**src/rtl/frame_writeback_ctrl.sv**
```systemverilog
// Frame write-back controller: walks the display window, presents the pixel index to the
// processing stage and writes its registered result into the result-frame BRAM, one frame per start.
//
// state  | meaning
// -------+-----------------------------------------------------------------
// IDLE   | waiting for start
// ARM    | start accepted; waiting for h_loc==0 && v_loc==0 (frame boundary)
// RUN    | counting in-window pixels, one write per pixel, one cycle late
// FLUSH  | write for the last pixel (N-1) is on the BRAM port
// DONE   | done pulse, then back to IDLE
module frame_writeback_ctrl #(
    parameter int H_START = 200,
    parameter int V_START = 150,
    parameter int IMG_W   = 400,
    parameter int IMG_H   = 300,
    parameter int ADDR_W  = 18,
    parameter int PIX_W   = 4
) (
    input  logic                 clk_40,
    input  logic                 rst_n,
    input  logic                 start,
    input  logic                 abort,
    input  logic [10:0]          h_loc,
    input  logic [9:0]           v_loc,
    input  logic [PIX_W-1:0]     pix_r,
    input  logic [PIX_W-1:0]     pix_g,
    input  logic [PIX_W-1:0]     pix_b,
    output logic [ADDR_W-1:0]    wr_add,
    output logic                 bram_we,
    output logic [ADDR_W-1:0]    bram_addr,
    output logic [3*PIX_W-1:0]   bram_din,
    output logic                 busy,
    output logic                 done
);

    typedef enum logic [2:0] {
        S_IDLE,
        S_ARM,
        S_RUN,
        S_FLUSH,
        S_DONE
    } state_t;

    localparam logic [10:0]       H_LO = 11'(H_START);
    localparam logic [10:0]       H_HI = 11'(H_START + IMG_W);
    localparam logic [9:0]        V_LO = 10'(V_START);
    localparam logic [9:0]        V_HI = 10'(V_START + IMG_H);
    localparam logic [ADDR_W-1:0] LAST = ADDR_W'(IMG_W * IMG_H - 1);

    state_t              state;
    state_t              state_nx;
    logic [ADDR_W-1:0]   wr_add_nx;
    logic [ADDR_W-1:0]   bram_addr_nx;
    logic                bram_we_nx;
    logic                in_win;

    assign in_win = (h_loc > H_LO) && (h_loc <= H_HI) && (v_loc > V_LO) && (v_loc <= V_HI);

    always_comb begin
        state_nx     = state;
        wr_add_nx    = wr_add;
        bram_we_nx   = 1'b0;
        bram_addr_nx = bram_addr;
        case (state)
            S_IDLE: begin
                if (start) begin
                    state_nx  = S_ARM;
                    wr_add_nx = '0;
                end
            end
            S_ARM: begin
                if ((h_loc == '0) && (v_loc == '0)) state_nx = S_RUN;
            end
            S_RUN: begin
                if (in_win) begin
                    bram_we_nx   = 1'b1;
                    bram_addr_nx = wr_add;
                    if (wr_add == LAST) state_nx  = S_FLUSH;
                    else                wr_add_nx = wr_add + ADDR_W'(1);
                end
            end
            S_FLUSH: state_nx = S_DONE;
            S_DONE: begin
                state_nx  = S_IDLE;
                wr_add_nx = '0;
            end
            default: begin
                state_nx  = S_IDLE;
                wr_add_nx = '0;
            end
        endcase
        // abort beats everything, including a start seen in the same cycle
        if (abort) begin
            state_nx   = S_IDLE;
            wr_add_nx  = '0;
            bram_we_nx = 1'b0;
        end
    end

    always_ff @(posedge clk_40 or negedge rst_n) begin
        if (!rst_n) begin
            state     <= S_IDLE;
            wr_add    <= '0;
            bram_we   <= 1'b0;
            bram_addr <= '0;
        end else begin
            state     <= state_nx;
            wr_add    <= wr_add_nx;
            bram_we   <= bram_we_nx;
            bram_addr <= bram_addr_nx;
        end
    end

    // The pixel for bram_addr arrives from the processing stage's output register in the
    // same cycle as the registered strobe, so the data path is a gated pass-through.
    assign bram_din = bram_we ? {pix_r, pix_g, pix_b} : '0;

    assign busy = (state == S_ARM) || (state == S_RUN) || (state == S_FLUSH);
    assign done = (state == S_DONE);

endmodule

```
**config.mk**
```make
export PLATFORM = sky130hd
export DESIGN_NAME = frame_writeback_ctrl
export DESIGN_NICKNAME = d
export VERILOG_FILES = /design/src/rtl/frame_writeback_ctrl.sv
export SDC_FILE = /design/constraint.sdc
export NUM_CORES = 1
export LEC_CHECK = 0
export CORE_AREA = 2 2 79 81
export CTS_CLUSTER_DIAMETER = 120
export DETAILED_ROUTE_END_ITERATION = 12
export DIE_AREA = 0 0 81 83
export GPL_ROUTABILITY_DRIVEN = 0
export PLACE_DENSITY = 0.75
export SYNTH_ARGS = -nofsm -noshare
export SYNTH_HDL_FRONTEND = slang
export SYNTH_SLANG_ARGS = --single-unit
```
**constraint.sdc**
```tcl
create_clock -name clk_40 -period 1.8 [get_ports clk_40]
set_input_delay 0.27 -clock clk_40 [delete_from_list [all_inputs] [get_ports clk_40]]
set_output_delay 0.27 -clock clk_40 [all_outputs]
set_load 0.01 [all_outputs]
```
==> results of run 1 <==
-- synthesized netlist by cell type, types with 2 or more instances --
cell type  count  share of area [%]
nand4_1        7                1.9
nand2_1       19                3.1
a21o_1         2               0.66
o21ai_0       16                3.5
inv_1          5               0.82
mux2i_1        3                1.3
o211ai_1       3               0.99
nor2_1        15                2.5
clkbuf_1       8                1.3
and3_1         4                1.1
or3_1          2               0.55
dfrtp_1       40                 44
nand2b_1       2               0.55
a21oi_1        2               0.44
nor4_4         2                1.9
and2_1        20                5.5
nor3_1         9                2.0
and4_1         2               0.77
mux2_2        18                8.9
nand3_1       17                3.7
o31ai_1        3               0.99
a31oi_1        9                2.5
o311ai_0       2               0.77
nor4_1         7                1.9
a32oi_1        2               0.77
or4_1          2               0.66
nor4b_1        3                1.2
-- power by group through the flow --
stage,clock network (uW),logic (uW),registers [uW]
floorplan,0,54.3,920
global placement,0,212,921
detailed placement,0,215,921
CTS,644,221,900
global route,681,255,901
finish,630,237,901
-- per-stage QoR --
stage	setup TNS [ps]	setup WS [ps]	hold WS, ps	instance area, sq um	utilization (%)
6_report	-1740	-110	460	4170	71.7
5_1_grt	-3300	-152	481	4170	71.7
4_1_cts	-2300	-145	461	4020	69.1
3_5_place_dp	-24580	-750	254	3630	62.3
3_3_place_gp	-21790	-662	254	3630	62.3
2_1_floorplan	-9060	-536	-25.6	2300	-
-- routing by layer --
metal / routed length [microns] / vias up
li1: - / 1201
met1: 3340 / 1301
met2: 4230 / 155
met3: 672 / 35
met4: 274 / 0
met5: 0 / -
-- layout by cell type, fill, tap and decap left out, types with 3 or more instances in the layout --
cell             netlist  routed
a31oi_1                9       9
and2_1                20      17
and2_4                 0       3
and3_4                 0       4
buf_4                  0      58
buf_6                  1       9
clkbuf_2               0       4
clkbuf_8               0       6
clkdlybuf4s15_1        0       3
clkdlybuf4s50_1        0      64
dfrtp_1               40      38
dlygate4sd2_1          0       9
inv_1                  5       5
mux2_4                 0      18
mux2i_1                3       3
nand2_1               19      18
nand3_1               17      13
nand3_2                0       4
nand4_1                7       7
nor2_1                15      12
nor3_1                 9       5
nor3_2                 0       3
nor4_1                 7       4
nor4_4                 2       4
o211ai_1               3       3
o21ai_0               16      13
o31ai_1                3       3
-- worst max path at each step --
stage / start / endpoint / slack [ps] / cells after the start
floorplan: v_loc[5] / bram_addr[0] / -540 / 7
global route: v_loc[4] / bram_addr[13] / -150 / 9
CTS: v_loc[2] / bram_addr[13] / -140 / 9
finish: v_loc[4] / bram_addr[13] / -110 / 9
global placement: v_loc[5] / bram_addr[6] / -660 / 8
detailed placement: v_loc[5] / bram_addr[13] / -750 / 8
-- flip-flops by register name (all words and copies together) (netlist names) --
register / cells
wr_add: 18
bram_addr: 18
bram_we: 1
state: 3
-- worst reg2reg max path, delay by kind of cell (launching register included) --
| family | cells | cell delay (ps) |
|---|---|---|
| simple gates | 3 | 570 |
| flops | 1 | 420 |
| compound gates | 2 | 370 |
| fa+ha+maj | 1 | 180 |
| buf+inv | 1 | 150 |
-- timing repair --
| item | 4_1_cts | 5_1_grt |
|---|---|---|
| buffers inserted | 16 | 5 |
| gates cloned | 2 | 0 |
| pin swaps | 18 | 13 |
| hold endpoints to repair | 40 | 0 |
| endpoints found under the setup margin | 39 | 38 |
| resized for setup | 82 | 39 |
| hold buffers | 1 | 0 |
-- final cells by class --
cell class	count	share of cell area, %
clock inverters	1	0.180
inverters	5	0.450
repair buffers	158	35.0
well taps	75	2.25
multi-input cells	183	36.0
clock buffers	7	2.07
flip-flops and latches	40	24.1
-- kinds of logic (layout without fill, tap and decap cells) --
| group | after synthesis | count (layout) | synth area share (%) |
|---|---|---|---|
| fa+ha+maj | 1 | 1 | 0.548 |
| buf+inv | 15 | 171 | 2.79 |
| mux | 21 | 21 | 10.2 |
| flops | 40 | 40 | 43.8 |
| compound gates | 45 | 45 | 12.7 |
| simple gates | 116 | 116 | 29.9 |
==> flow_metrics.tcl, run 1 <==
set metrics [dict create \
    status "finished, violations left" \
    violations "setup timing" \
    seqCellArea_sq_mm 0.00100 \
    dp_hpwl_microns 5420 \
    initial_core_util_pct 39.3 \
    use_met2_pct 41.1 \
    synth_cell_types 41 \
    drive_above_1_share_pct 36.8 \
    grt_pass1_wl_microns 13000 \
    crit_arrival_ps 2090 \
    cts.sink_count 40 \
    slew_headroom_pct 74.8 \
    power.switching_uw 437 \
    final_nets 431 \
    dr.pass1.iters 4 \
    r2r_end "wr_add[1]" \
    synthCells 238 \
    fp.dieH_microns 83 \
    cp_cell_sequence "buf_6 > nor4_4 > a21oi_2 > nor4_4 > nand2_4 > nor4b_4 > buf_6 > buf_8 > mux2_4" \
    drv_cap 0 \
    cp-end-kind "flip-flop" \
    grt-ovfl-total 0 \
    htree_levels 2 \
    hold_viol 0 \
    hp-class "input port to async pin" \
    cts_buffer_depth 2 \
    final.min_clock_period_ps 1910 \
    port_buffers 87 \
    die_area_sq_mm 0.00672 \
    power_frac_clock_pct 35.6 \
    start_kind "input port" \
    cts_tree "built" \
    grt_max_degree 41 \
    via_per_inst 5.74 \
    syn_avg_cell_area_sq_um 9.59 \
    crit_path_top_delay_cell "nor4_4" \
    ir_drop_mv 0.404 \
    routed_wl_microns 8520 \
    synth-edff-count 0 \
    use_met3_pct 4.89 \
    ys_seq_area_share_pct 43.8 \
    drtAntennaViolNets 0 \
    synth_seq_cells 40 \
    p_int_uw 1330 \
    critPathBufInv 3 \
    regToRegSetupSlack_ps -10 \
    power_frac_seq_pct 50.9 \
    fin_cells 469 \
    leakagePower_uw 0.00181 \
    clock_skew_ps 3.34 \
    final-setup-viol-count 21 \
    num_antenna_cells 0 \
    grt_usage_pct 24.4 \
    grt_use_met1_pct 31.1 \
    cts_buffers 5 \
    wl_per_cell_microns 18.2 \
    root_buffer "clkbuf_8" \
    rsz0062_at_grt "true" \
    drt_iter0_drc 351 \
    worstMarginPinSlew_ps 375 \
    yosys_warnings 0 \
    fin_crit_sh_pct 106 \
    cts.reportedPaths.clkPinSlew_ps 80 \
    die_w_microns 81 \
    fmax_mhz 524 \
    swShare_pct 24.7 \
    crit_fanout 5 \
    final_critical_path_setup_slack_ps -110 \
    cpPeakStageDelay_ps 340 \
    crit_type "input port to flip-flop" \
    required_ps 1980 \
    fillers 405 \
    synth_area_sq_mm 0.00228 \
    synth_flop_cell "dfrtp_1" \
    p_total_uw 1770 \
    antenna_found_initial 0 \
    core_area_sq_mm 0.00582 \
    syn_nets 276 \
    r2r_cells 7 \
    insertion_delay_ps 290 \
    async_flop_share_pct 100 \
    final_max_slew_viol_count 0 \
    ios 88 \
    power.density_mw_per_mm2 424 \
    area_growth_pct 82.7 \
    r2r_start "wr_add[0]" \
    grt.busiest_layer "met2" \
    grt_pass1_vias 2702 \
    p_comb_share_pct 13.4 \
    rows 28 \
    multi_input_area_sq_mm 0.00150 \
    crit_family "simple AND/OR/NAND/NOR gates" \
    drc 0 \
    dp_cells 442 \
    vias 2692 \
]
Note: power is estimated with default switching activity, not from simulation.
==> run 2, diff against run 1 <==
--- a/config.mk
+++ b/config.mk
@@ -11,6 +11,7 @@
 export DIE_AREA = 0 0 81 83
 export GPL_ROUTABILITY_DRIVEN = 0
 export PLACE_DENSITY = 0.75
+export SLEW_MARGIN = 20
 export SYNTH_ARGS = -nofsm -noshare
 export SYNTH_HDL_FRONTEND = slang
 export SYNTH_SLANG_ARGS = --single-unit
==> results of run 2 <==
Same layout as run 1: the final DEF is identical, and so are final timing and power.
